$ cat config.mk
export PLATFORM = sky130hd
export DESIGN_NAME = mpy_mac_pipe
export DESIGN_NICKNAME = d
export VERILOG_FILES = /design/src/rtl/mpy_mac_pipe.sv
export SDC_FILE = /design/constraint.sdc
export NUM_CORES = 1
export LEC_CHECK = 0
export CORE_UTILIZATION = 50
export CTS_CLUSTER_DIAMETER = 60
export DETAILED_ROUTE_END_ITERATION = 7
export PLACE_DENSITY_LB_ADDON = 0.05
export SLEW_MARGIN = 20
export SYNTH_ARGS = -nofsm -noshare
export SYNTH_HDL_FRONTEND = slang
export SYNTH_SLANG_ARGS = --single-unit
$ cat constraint.sdc
create_clock -name clk -period 14.1 [get_ports clk]
set_input_delay 2.82 -clock clk [delete_from_list [all_inputs] [get_ports clk]]
set_output_delay 2.82 -clock clk [all_outputs]
set_load 0.02 [all_outputs]
$ cat src/rtl/mpy_mac_pipe.sv
// Pipelined WIDTH x WIDTH multiplier-accumulator with a selectable product latency and CE stall.
// It also has a dual half-width lane mode and a saturating or wrapping two's-complement accumulator.
module mpy_mac_pipe #(
   parameter int WIDTH     = 16,
   parameter int PIPE      = 2,
   parameter int ACC_WIDTH = 40,
   parameter int SAT_EN    = 1
) (
   input  logic                 clk,
   input  logic                 RSTN,
   input  logic                 CE,
   input  logic                 IN_VALID,
   input  logic                 ASGND,
   input  logic                 BSGND,
   input  logic                 SPLIT_MODE,
   input  logic                 ACC_EN,
   input  logic                 ACC_CLR,
   input  logic [WIDTH-1:0]     A,
   input  logic [WIDTH-1:0]     B,
   output logic                 OUT_VALID,
   output logic [2*WIDTH-1:0]   P,
   output logic                 ACC_VALID,
   output logic [ACC_WIDTH-1:0] ACC,
   output logic                 ACC_OVF
);

   localparam int H  = WIDTH / 2;
   localparam int NP = (PIPE > 1) ? PIPE - 1 : 1;

   typedef struct packed {
      logic asg;
      logic bsg;
      logic split;
      logic acc_en;
      logic acc_clr;
   } side_t;

   side_t              w_in_side;
   logic               w_mv;
   logic [WIDTH-1:0]   w_ma;
   logic [WIDTH-1:0]   w_mb;
   side_t              w_ms;

   assign w_in_side = {ASGND, BSGND, SPLIT_MODE, ACC_EN, ACC_CLR};

   // With PIPE=1 the operand register and product register are the same stage.
   generate
      if (PIPE > 1) begin : g_opreg
         logic             r_ov;
         logic [WIDTH-1:0] r_oa;
         logic [WIDTH-1:0] r_ob;
         side_t            r_os;

         always_ff @(posedge clk) begin
            if (!RSTN) begin
               r_ov <= 1'b0;
               r_oa <= '0;
               r_ob <= '0;
               r_os <= '0;
            end else if (CE) begin
               r_ov <= IN_VALID;
               if (IN_VALID) begin
                  r_oa <= A;
                  r_ob <= B;
                  r_os <= w_in_side;
               end
            end
         end

         assign w_mv = r_ov;
         assign w_ma = r_oa;
         assign w_mb = r_ob;
         assign w_ms = r_os;
      end else begin : g_noopreg
         assign w_mv = IN_VALID;
         assign w_ma = A;
         assign w_mb = B;
         assign w_ms = w_in_side;
      end
   endgenerate

   // Operands are extended to the result width so the modular product is exact for any sign mix.
   logic [2*WIDTH-1:0] w_fa, w_fb, w_fp, w_prod;
   logic [WIDTH-1:0]   w_la_lo, w_lb_lo, w_la_hi, w_lb_hi, w_lp_lo, w_lp_hi;

   assign w_fa    = {{WIDTH{w_ms.asg & w_ma[WIDTH-1]}}, w_ma};
   assign w_fb    = {{WIDTH{w_ms.bsg & w_mb[WIDTH-1]}}, w_mb};
   assign w_fp    = w_fa * w_fb;
   assign w_la_lo = {{H{w_ms.asg & w_ma[H-1]}}, w_ma[H-1:0]};
   assign w_lb_lo = {{H{w_ms.bsg & w_mb[H-1]}}, w_mb[H-1:0]};
   assign w_la_hi = {{H{w_ms.asg & w_ma[WIDTH-1]}}, w_ma[WIDTH-1:H]};
   assign w_lb_hi = {{H{w_ms.bsg & w_mb[WIDTH-1]}}, w_mb[WIDTH-1:H]};
   assign w_lp_lo = w_la_lo * w_lb_lo;
   assign w_lp_hi = w_la_hi * w_lb_hi;
   assign w_prod  = w_ms.split ? {w_lp_hi, w_lp_lo} : w_fp;

   logic               r_pv [NP];
   logic [2*WIDTH-1:0] r_pd [NP];
   side_t              r_ps [NP];

   always_ff @(posedge clk) begin
      if (!RSTN) begin
         for (int unsigned i = 0; i < NP; i++) begin
            r_pv[i] <= 1'b0;
            r_pd[i] <= '0;
            r_ps[i] <= '0;
         end
      end else if (CE) begin
         r_pv[0] <= w_mv;
         if (w_mv) begin
            r_pd[0] <= w_prod;
            r_ps[0] <= w_ms;
         end
         for (int unsigned i = 1; i < NP; i++) begin
            r_pv[i] <= r_pv[i-1];
            if (r_pv[i-1]) begin
               r_pd[i] <= r_pd[i-1];
               r_ps[i] <= r_ps[i-1];
            end
         end
      end
   end

   side_t                w_as;
   logic [2*WIDTH-1:0]   w_p;
   logic                 w_ext;
   logic [ACC_WIDTH-1:0] w_op_full, w_op_lo, w_op_hi, w_op, w_acc_add;
   logic [ACC_WIDTH:0]   w_sum;
   logic                 w_ovf;
   logic [ACC_WIDTH-1:0] r_acc;
   logic                 r_accv;
   logic                 r_ovf;

   assign w_as      = r_ps[NP-1];
   assign w_p       = r_pd[NP-1];
   assign w_ext     = w_as.asg | w_as.bsg;
   assign w_op_full = {{(ACC_WIDTH-2*WIDTH){w_ext & w_p[2*WIDTH-1]}}, w_p};
   assign w_op_lo   = {{(ACC_WIDTH-WIDTH){w_ext & w_p[WIDTH-1]}}, w_p[WIDTH-1:0]};
   assign w_op_hi   = {{(ACC_WIDTH-WIDTH){w_ext & w_p[2*WIDTH-1]}}, w_p[2*WIDTH-1:WIDTH]};
   assign w_op      = w_as.split ? (w_op_lo + w_op_hi) : w_op_full;
   assign w_sum     = {r_acc[ACC_WIDTH-1], r_acc} + {w_op[ACC_WIDTH-1], w_op};
   assign w_ovf     = w_sum[ACC_WIDTH] ^ w_sum[ACC_WIDTH-1];

   always_comb begin
      w_acc_add = w_sum[ACC_WIDTH-1:0];
      if (w_ovf && (SAT_EN != 0)) begin
         w_acc_add = w_sum[ACC_WIDTH] ? {1'b1, {(ACC_WIDTH-1){1'b0}}}
                                      : {1'b0, {(ACC_WIDTH-1){1'b1}}};
      end
   end

   always_ff @(posedge clk) begin
      if (!RSTN) begin
         r_accv <= 1'b0;
         r_acc  <= '0;
         r_ovf  <= 1'b0;
      end else if (CE) begin
         r_accv <= r_pv[NP-1];
         if (r_pv[NP-1]) begin
            case ({w_as.acc_clr, w_as.acc_en})
               2'b11: begin
                  r_acc <= w_op;
                  r_ovf <= 1'b0;
               end
               2'b10: begin
                  r_acc <= '0;
                  r_ovf <= 1'b0;
               end
               2'b01: begin
                  r_acc <= w_acc_add;
                  if (w_ovf) r_ovf <= 1'b1;
               end
               default: ;
            endcase
         end
      end
   end

   assign OUT_VALID = r_pv[NP-1];
   assign P         = r_pd[NP-1];
   assign ACC_VALID = r_accv;
   assign ACC       = r_acc;
   assign ACC_OVF   = r_ovf;

endmodule
== Word level (Yosys, flattened, before mapping) ==
Memories as Yosys holds them, arrays and structs flattened.
Cells that the tools add are included.
Cells by class
  shifts and indexed selects: 0
  bitwise logic cells: 8
  div/mod/pow operators: 0
  order comparisons: 0
  add/subtract/negate cells: 2
  reduce and logical (&&, ||, !) cells: 9
  $mul: 3
  mux-type cells: 21
  equal/unequal tests: 4
Operators by type and width (number)
  $mux W40: 3
  $pmux W40 S3: 1
  $mux W32: 2
  $add A40 B40 Y41: 1
  $mul A17 B17 Y32: 1
  $mul A9 B9 Y16: 2
  $reduce_or A32 Y1: 1
  $add A17 B17 Y18: 1
  $mux W1: 13
  $and A1 B1 Y1: 6
  $mux W5: 1
  $reduce_or A5 Y1: 1
  $eq A2 B2 Y1 const B: 2
  $reduce_and A4 Y1: 1
  $reduce_and A3 Y1: 1
  $reduce_bool A3 Y1: 1
  $eq A2 B1 Y1 const B: 1
  $ne A2 B2 Y1 const B: 1
  $pmux W1 S2: 1
  $reduce_and A2 Y1: 1
  $reduce_bool A2 Y1: 1
  $reduce_or A2 Y1: 1
  $or A1 B1 Y1: 1
  $reduce_or A1 Y1: 1
  $xor A1 B1 Y1: 1
Word-level totals
  memory bits (read-only): 0
  output and inout bits: 75
  word-level logic and storage cells: 61
  memories: 3
  latch bits: 0
  memory bits (writable): 38
  register bits after elaboration: 80
  input port bits: 41
Memory list
  r_pd: depth 1, bits a word 32, read ports 1, clocked after memory_dff 0, wr ports 1, line 98  | logic [2*WIDTH-1:0] r_pd [NP];
  r_ps: depth 1, bits a word 5, read ports 1, clocked after memory_dff 0, wr ports 1, line 99  | side_t r_ps [NP];
  r_pv: depth 1, bits a word 1, read ports 1, clocked after memory_dff 0, wr ports 1, line 97  | logic r_pv [NP];

== Logic depth before layout (Yosys ltp) ==
  word-level depth: 8
  gate-level depth with buffers: 26
  mapped depth without buffers: 24

== Worst setup path before layout ==
Ideal clock, no wire load.
  kind: register to register
  start point: reg g_opreg.r_os[4] (netlist name)
  end point: mem r_pd[0][30] (netlist name), data pin
  data required time: 13841 ps
  setup slack: 7822 ps
  path buffers: 2
  arrival: 6019 ps
  library setup time: 259 ps
  period minus slack after synthesis: 6278 ps
  stages on the path, launching flop included: 27
  path through: dfxtp_1 -> clkbuf_1 -> and2_1 -> clkbuf_1 -> nand2_1 -> inv_1 -> fa_1 -> fa_1 -> inv_1 -> fa_1 -> inv_1 -> fa_1 -> fa_1 -> inv_1 -> fa_1 -> inv_1 -> ha_1 -> a21o_1 -> a21o_1 -> a21o_1 -> a21oi_1 -> o21ai_0 -> a21oi_1 -> o21ai_0 -> a31oi_1 -> nor4_1 -> a211o_1
On the way
  longest elaborated chain between the ends: 4
  elaborated cells on any way between the ends: 5
  those cells by class: 2 x mul; 2 x mux; 1 x bitwise
Ends and longest elaborated chain
  start, declared: line 52  | side_t r_os;
  start signal, assigned: line 65  | r_os <= w_in_side;
  $and A1 B1 Y1 *: line 86, 91
  $mul A17 B17 Y32 / $mul A9 B9 Y16 (equally long branches): line 88, 94
  $mux W32 *: line 95  | assign w_prod = w_ms.split ? {w_lp_hi, w_lp_lo} : w_fp;
  $mux W32 (no source line) *
  end, declared: line 98
Every way passes the cells marked *; elsewhere a longest branch is shown, timed or not.

== Final worst setup path ==
Ends and elaborated chain as after synthesis.

==> results.json <==
{
  "yosysSeqAreaShare": 0.1244,
  "tightest_slew_ps": 1093,
  "grtUsageMet1": 0.3975,
  "hold_viol_final": 0,
  "maxSlewViolCount": 0,
  "fillCellCount": 4062,
  "synth_top_family_by_area": "adder cells",
  "final_util": 0.5584,
  "insertion_delay_ps": 480,
  "design_area_um2": 24160,
  "place_area_um2": 23580,
  "register_area_um2": 2743,
  "cts_tree": "built",
  "antenna_found_initial": 0,
  "tns_ps": 0,
  "rsz0062_at_grt": "no",
  "grt_use_met3": 0.03870,
  "clock.fmax_ghz": 0.1401,
  "cts_setup_buffers": 0,
  "synth_ff_type": "dfxtp_1",
  "layout-drive-gt1-share": 0.03718,
  "synth.yosys.warnings": 0,
  "final_nets": 3156,
  "critPathLaunchType": "register",
  "power.density_nw_per_um2": 48.24,
  "cts_hold_buf": 0,
  "cp_max_fo": 19,
  "synth_top_cell_by_area": "fa_1",
  "grt_pass1_wl_um": 99020,
  "switching_power_mw": 0.4122,
  "pwr-share-clk": 0.389,
  "ant_nets": 0,
  "track_usage": 0.2898,
  "status": "finished, final reports clean",
  "io_pins": 116,
  "synth_cells": 2508,
  "drv_cap": 0,
  "ys_ff_latch": 118,
  "cts_sinks": 118,
  "die_h_um": 212.0,
  "grt_pass1_vias": 18180,
  "synth_edf_count": 38,
  "die_w_um": 212.0,
  "first_pass_iters": 5,
  "grt-ovfl-total": 0,
  "p_seq_frac": 0.346,
  "post-synth-top-count-cell": "inv_1",
  "num_vias": 17060,
  "whs_ps": 468.8,
  "cts.repair.resized": 0,
  "cts-root-buf": "clkbuf_16",
  "start_util": 0.5095,
  "syn_nets": 3122,
  "pwr-share-comb": 0.265,
  "finalCriticalPeriod_ps": 7139,
  "p_sw_frac": 0.3536,
  "synth_area_um2": 22040,
  "rr_startpoint": "g_opreg.r_os[4]",
  "grt_max_degree": 79,
  "hpwl_um": 47990,
  "r2r-end": "r_pd[0][30]",
  "setup_viol": 0,
  "synthAdderAreaFrac": 0.4495,
  "via_per_inst": 5.433,
  "avgSynthCellArea_um2": 8.789,
  "ys_types": 69,
  "io_buffers": 115,
  "num_rows": 76,
  "synth_simple_gate_area_frac": 0.1320,
  "synth_mux_area_frac": 0.01084,
  "async_reset_ff_frac": 0,
  "holdCritPathClass": "register to register",
  "synthTopCellsByCount": "470 x inv_1, 365 x fa_1, 294 x nand2_1",
  "internal_power_mw": 0.7534,
  "ir_drop_v": 0.00006516,
  "cp.arrival_ps": 7360,
  "period_share": 0.5063,
  "yosysTopAreaCellShare": 0.3315,
  "drt-initial-drc-count": 1001,
  "gp_congestion": 0.9133,
  "routed_wl_um": 60830,
  "dieArea_um2": 44930,
  "worstPathRequired_ps": 14320,
  "end_kind": "register",
  "clk_pin_slew_ps": 60,
  "fin_skew_ps": 21.11,
  "routedWlPerCell_um": 19.37,
  "top_usage_layer": "met2",
  "path_class": "register to register",
  "rrSetupSlack_ps": 6960,
  "multiInputGateArea_um2": 17060,
  "drc": 0,
  "cts_max_path_buffers": 2,
  "power_mw": 1.166,
  "max-slew-margin-rel": 0.2705,
  "rr_worst_depth": 24,
  "area_delta_synth_final_pct": 9.609,
  "critPathCapture": "r_pd[0][30]",
  "synthTopCellsByArea": "fa_1 33%, ha_1 12%, inv_1 8.0%",
  "synth_compound_area_frac": 0.1368,
  "synthXorXnorAreaFrac": 0.04450,
  "p_leak_nw": 12.13,
  "core_um2": 43270,
  "cts_made_buffers": 17,
  "startpoint": "g_opreg.r_os[4]",
  "htree_levels": 4,
  "antennaDiodeCount": 0,
  "grt.met2_usage": 0.4831
}
[per-stage QoR]
step / setup WS (ps) / cells
final: 6961 / 3140
after global routing: 6575 / 3140
after CTS: 6906 / 3140
after detailed placement: 6954 / 3108
after global placement: 7153 / 3108
after floorplan: 7822 / 2508
[layer usage]
metal,vias to the layer above,share of wire
met5,-,0
met4,0,0.018
met3,63,0.055
met2,458,0.47
met1,8519,0.46
li1,8019,-
[worst max-delay path: stages (launching register included)]
cell and delay, ps:
dfxtp_1 820, and2_1 390, nand2_1 150, inv_1 190, fa_1 470, fa_1 540, inv_1 50, fa_1 500
inv_1 60, fa_1 440, fa_1 510, inv_1 50, fa_1 490, inv_1 50, ha_1 360, a21o_1 200
a21o_1 170, a21o_1 180, a21oi_1 140, o21ai_0 90, a21oi_1 150, o21ai_0 240, a31oi_1 290, nor4_1 70
a211o_1 290
[layout make-up]
cell class | count | area share
Inverter | 470 | 0.07302
Multi-Input combinational cell | 1802 | 0.7059
Clock inverter | 14 | 0.006473
Timing Repair Buffer | 133 | 0.05303
Tap cell | 585 | 0.03029
Clock buffer | 18 | 0.01776
Sequential cell | 118 | 0.1135
[cell families (layout without fill, tap and decap cells)]
group	count (synthesis)	after routing
AO/OA/AOI/OAI	473	473
XOR/XNOR	112	112
adder cells (fa/ha/maj)	573	573
buffers and inverters	588	635
flip-flops	118	118
multiplexers	22	22
AND/OR/NAND/NOR	622	622
[power by group through the flow]
stage,Combinational (mW),Sequential [mW],Clock (mW)
6_report,0.309,0.403,0.453
5_1_grt,0.344,0.405,0.476
4_1_cts,0.308,0.403,0.460
3_5_place_dp,0.305,0.410,0
3_3_place_gp,0.302,0.409,0
2_1_floorplan,0.217,0.392,0
[worst min path at each step]
stage,startpoint,endpoint,cells past startpoint
floorplan,g_opreg.r_os[0],g_opreg.r_os[0],2
global placement,g_opreg.r_os[0],g_opreg.r_os[0],2
detailed placement,g_opreg.r_os[0],g_opreg.r_os[0],2
CTS,g_opreg.r_os[0],g_opreg.r_os[0],2
global route,g_opreg.r_os[1],g_opreg.r_os[1],2
finish,g_opreg.r_os[1],g_opreg.r_os[1],2
[placed cells by master, fill, tap and decap left out, drive strengths merged, types with 34 or more instances in the layout]
cell and n:
inv 471, fa 365, nand2 295, ha 208, a21oi 133, and2 126, clkdlybuf4s50 114, o21ai 114
nor2 91, dfxtp 80, xnor2 78, a21boi 41, a21o 40, edfxtp 38, xor2 34
[registers in the layout, summed over array words and instances, names as in the netlist]
signal and cells:
ACC 40, ACC_VALID 1, r_pd 32, g_opreg.r_os 5, ACC_OVF 1, g_opreg.r_ob 16
r_ps 5, g_opreg.r_oa 16, g_opreg.r_ov 1, r_pv 1
Power figures use the tool's default switching activity.
==> patch 1: new RTL, config.mk and constraints unchanged <==
Register the input `A` before use. The logic sees it one clock later. The other inputs are not delayed to match.
--- a/src/rtl/mpy_mac_pipe.sv
+++ b/src/rtl/mpy_mac_pipe.sv
@@ -35,6 +35,12 @@
       logic acc_clr;
    } side_t;
 
+   logic [WIDTH-1:0] A_q;
+
+   always_ff @(posedge clk) begin
+      A_q <= A;
+   end
+
    side_t              w_in_side;
    logic               w_mv;
    logic [WIDTH-1:0]   w_ma;
@@ -60,7 +66,7 @@
             end else if (CE) begin
                r_ov <= IN_VALID;
                if (IN_VALID) begin
-                  r_oa <= A;
+                  r_oa <= A_q;
                   r_ob <= B;
                   r_os <= w_in_side;
                end
@@ -73,7 +79,7 @@
          assign w_ms = r_os;
       end else begin : g_noopreg
          assign w_mv = IN_VALID;
-         assign w_ma = A;
+         assign w_ma = A_q;
          assign w_mb = B;
          assign w_ms = w_in_side;
       end
Behaviour: not the same (a bounded check fails within 4 cycles, from zero or initial values and one cycle with RSTN low).
==> patch 1 against the unedited design <==
Synthesized cell count is 2.5% higher; sequential cell count grew 16; critical endpoint unchanged; cell count increased by 2.5%; routed wire length up 0.23%; sequential power grew 12%; highest routed layer unchanged; final area grew 2.3%; area after synthesis rose by 1.8%; via count grew 2.5%; power rose by 7.7%; largest power group unchanged; worst setup slack worse by 0.14 ns.
==> patch 1: results (changes against the unedited design) <==
yosys:
  synth-compound-area-share_pct: 12.5  # -1.2 points
  synth.distinct_cells: 75  # +8.7%
  synth_edf_count: 38  # unchanged
  avgSynthCellArea_um2: 8.73  # -0.70%
  synth_xor_area_share_pct: 4.22  # -0.23 points
  synth_commonest_cells: "477 x inv_1, 365 x fa_1, 297 x nand2_1"
  seq_area_frac_synth_pct: 13.6  # +1.2 points
  muxShareOfSynthArea_pct: 0.965  # -0.12 points
  yosys.area_share.adder_pct: 44.2  # -0.79 points
  synthTopCellsByArea: "fa_1 33%, ha_1 12%, dfxtp_1 8.6%"
critical_path:
  worstPathMaxFanout: 18  # -1
  arrival_ns: 7.48  # +0.12 ns
global_routing:
  grt_first_pass_wirelength_um: 98900  # -0.15%
  grt_max_degree: 52  # -34%
  grt_pass1_vias: 18302  # +0.69%
  track_usage_pct: 28.6  # -0.37 points
final_layout:
  drive_above_1_share_pct: 3.92  # +0.20 points
  largest_reg_flops: 40  # unchanged
  fin_nets: 3228  # +2.3%
  post-route-util_pct: 55.9  # about the same
sta:
  worst_slew_pin_slew_ns: 1.09  # -0.00342 ns
  clock_skew_ns: 0.0206  # -0.000554 ns
drt:
  dr.pass1.iters: 5  # unchanged
  vias: 17490  # +2.5%
  viasPerCell: 5.43  # about the same
  wl_per_cell_um: 18.9  # -2.2%
  drt_iter0_markers: 1271  # +27%
placement:
  pre_cts_ws_ns: 6.85  # -0.104 ns
  gp_congestion: 0.929  # +1.8%
  placed_area_um2: 24100  # +2.0%
  dpl.hpwl_um: 49000  # +2.1%
clocking:
  clockBufferDepth: 2  # unchanged
  htree_num_levels: 4  # unchanged
outcome:
  outcome: "finished, final reports clean"
power_and_ir_drop:
  leakagePower_nw: 12.3  # +1.3%
  worst_ir_drop_vdd_mv: 0.0709  # +8.8%
patch 1: area by class of cell:
type	count	area, um2
clock buffers	22	539
clock inverters	10	125
fillers	4108	19500
inverters	480	1800
multi-input cells	1847	17200
flip-flops and latches	134	3060
well taps	592	741
repair buffers	134	1290
patch 1: layer usage:
| metal | part of all wire (%) | up-vias | global-route usage [%] |
|---|---|---|---|
| met5 | 0 | - | 0 |
| met4 | 3.1 | 0 | 10.5 |
| met3 | 4.8 | 90 | 3.56 |
| met2 | 46 | 462 | 47.5 |
| met1 | 46 | 8675 | 38.3 |
| li1 | - | 8263 | - |
patch 1: path summary, 6_finish.rpt:
| kind | from | end | slack [ns] | cells after the start |
|---|---|---|---|---|
| min | A_q[4]$_DFF_P_ | g_opreg.r_oa[4]$_SDFFE_PN0P_ | 0.44 | 2 |
| min reg2reg | A_q[4]$_DFF_P_ | g_opreg.r_oa[4]$_SDFFE_PN0P_ | 0.44 | 2 |
| max | g_opreg.r_os[4]$_SDFFE_PN0P_ | r_pd[0][30]$_SDFFCE_PN0P_ | 6.82 | 20 |
| max reg2reg | g_opreg.r_os[4]$_SDFFE_PN0P_ | r_pd[0][30]$_SDFFCE_PN0P_ | 6.82 | 20 |
patch 1: power by group:
group,internal (mW),total [mW],switching (mW)
clock network,0.309,0.503,0.194
registers,0.413,0.453,0.0399
logic,0.122,0.300,0.178
patch 1: worst max-delay path, cell delays in order (launching register included):
cell and delay, ns:
dfxtp_1 0.84, and2_1 0.42, nand2_1 0.15, inv_1 0.18, fa_1 0.46, inv_1 0.21, fa_1 0.61, inv_1 0.19
fa_1 0.45, fa_1 0.57, fa_1 0.43, fa_1 0.44, ha_1 0.34, and3_1 0.24, a221oi_1 0.25, o21ai_0 0.15
a21oi_1 0.30, o21ai_0 0.21, a41o_1 0.31, a22oi_1 0.16, o31ai_1 0.10
patch 1: logic make-up (layout without fill, tap and decap cells):
logic type | after synthesis | count (layout)
AO/OA/AOI/OAI | 454 | 454
XOR/XNOR | 108 | 108
adder cells (fa/ha/maj) | 573 | 573
buffers and inverters | 590 | 646
flip-flops | 134 | 134
multiplexers | 20 | 20
AND/OR/NAND/NOR | 692 | 692
==> patch 2: new RTL, same flow settings <==
Without the edit above. `SAT_EN`: 1 -> 0.
--- a/src/rtl/mpy_mac_pipe.sv
+++ b/src/rtl/mpy_mac_pipe.sv
@@ -4,7 +4,7 @@
    parameter int WIDTH     = 16,
    parameter int PIPE      = 2,
    parameter int ACC_WIDTH = 40,
-   parameter int SAT_EN    = 1
+   parameter int SAT_EN    = 0
 ) (
    input  logic                 clk,
    input  logic                 RSTN,
Check against the original RTL: not settled (the Yosys comparison gave no result); the edit may change what the design does.
==> patch 2 against the unedited design <==
Non-clock buffer count rose by 12; critical endpoint is now r_pd[0][31]$_SDFFCE_PN0P_; area after synthesis fell by 0.27%; power rose by 2.6%; utilization rose by 0.37 points; final area rose by 0.66%; sequential cell count did not move; highest routed layer unchanged; global-route usage rose by 0.99 points; worst setup slack got worse by 0.29 ns; routed wire length rose by 3.8%; sequential power fell by 3%.
==> patch 2: results (changes against the unedited design) <==
global_routing:
  grt_pass1_vias: 18269  # +0.51%
  track_usage_pct: 30.0  # +0.99 points
  grt_max_degree: 51  # -35%
  grt_first_pass_wirelength_um: 101000  # +2.3%
yosys:
  synth_commonest_cells: "474 x inv_1, 365 x fa_1, 307 x nand2_1"
  synth.distinct_cells: 88  # +28%
  seq_area_frac_synth_pct: 12.5  # +0.034 points
  synthTopCellsByArea: "fa_1 33%, ha_1 12%, inv_1 8.1%"
  avgSynthCellArea_um2: 8.78  # about the same
  synth_fp_nets: 3115  # -0.22%
  synthArstFlopShare_pct: 0  # unchanged
  yosys_warnings: 0  # unchanged
placement:
  io_buffers: 115  # unchanged
  dpl.hpwl_um: 49700  # +3.5%
  placed_area_um2: 23700  # +0.48%
  gp_congestion: 0.958  # +4.9%
drt:
  dr.pass1.iters: 5  # unchanged
  drt_iter0_markers: 1029  # +2.8%
  vias: 17459  # +2.3%
  routed_wl_um: 63100  # +3.8%
final_layout:
  nFillCells: 3989  # -1.8%
  layout.cells.non_filler: 3158  # +0.57%
  drive_above_1_share_pct: 5.17  # +1.5 points
clocking:
  postCtsResizedCells: 0  # unchanged
critical_path:
  worstPathMaxFanout: 18  # -1
min_path:
  hold_class: "flop to flop"
sta:
  clock_skew_ns: 0.0213  # +0.000146 ns
  worst_slew_pin_slew_ns: 1.09  # +0.00172 ns
outcome:
  outcome: "finished, final reports clean"
power_and_ir_drop:
  worst_ir_drop_vdd_mv: 0.0876  # +34%
  leakagePower_nw: 12.4  # +2.0%
## patch 2: cell count changes after synthesis, sizes merged, moves of 12 or more
cell    change
nor3       +13
o21ai      -12
xnor2      -12
nand2      +12
a21boi     -38
a21oi      +21
## patch 2: final timing paths
path / slack, ns / to / depth (start not counted) / startpoint
setup / recovery: 6.67 / r_pd[0][31]$_SDFFCE_PN0P_ / 21 / g_opreg.r_os[4]$_SDFFE_PN0P_
hold / removal: 0.46 / g_opreg.r_os[0]$_SDFFE_PN0P_ / 2 / g_opreg.r_os[0]$_SDFFE_PN0P_
setup reg to reg: 6.67 / r_pd[0][31]$_SDFFCE_PN0P_ / 21 / g_opreg.r_os[4]$_SDFFE_PN0P_
hold reg to reg: 0.46 / g_opreg.r_os[0]$_SDFFE_PN0P_ / 2 / g_opreg.r_os[0]$_SDFFE_PN0P_
## patch 2: area by class of cell
type,count,share of cell area (%)
diodes,1,0.0103
clock buffers,17,1.75
clock inverters,15,0.839
inverters,475,7.34
multi-input cells,1802,70.1
flip-flops and latches,118,11.3
well taps,585,3.01
repair buffers,145,5.66
## patch 2: metal layers
metal | vias up | GRT usage (%) | wire length [um]
li1 | 8094 | - | -
met1 | 8749 | 42.1 | 29400
met2 | 534 | 47.8 | 28500
met3 | 82 | 4.84 | 3800
met4 | 0 | 8.47 | 1410
met5 | - | 0 | 0
## patch 2: through the flow
stage          utilization [%]  hold slack, ns  setup slack, ns  total power [mW]
2_1_floorplan                -           0.432             7.88             0.598
3_3_place_gp              54.7           0.447             6.88             0.705
3_5_place_dp              54.8           0.451             6.75             0.710
4_1_cts                   56.2           0.462             6.73              1.21
5_1_grt                   56.2           0.489             6.28              1.25
6_report                  56.2           0.463             6.67              1.20
## patch 2: worst max-delay path: stages, from the launching register on
cell	delay [ns]
dfxtp_1	0.84
and2_1	0.42
nand2_1	0.15
inv_1	0.16
fa_1	0.45
inv_1	0.19
fa_1	0.63
inv_1	0.20
fa_1	0.46
fa_1	0.57
fa_1	0.43
fa_1	0.45
ha_1	0.33
and3_1	0.21
and3_1	0.29
nand3_1	0.10
nor3_1	0.45
o2111ai_1	0.20
and3_1	0.19
nor3_2	0.18
nand3_1	0.09
nor3b_2	0.17
## patch 2: logic make-up after synthesis
group | synth area share [%]
simple gates | 14.4
buf+inv | 9.99
fa+ha+maj | 45.0
compound gates | 13.2
flops | 12.5
xor+xnor | 3.94
mux | 0.996
## patch 2: power breakdown
part | internal (mW) | switching, mW | total (mW)
combinational | 0.123 | 0.193 | 0.316
sequential | 0.365 | 0.0251 | 0.390
clock | 0.296 | 0.194 | 0.490
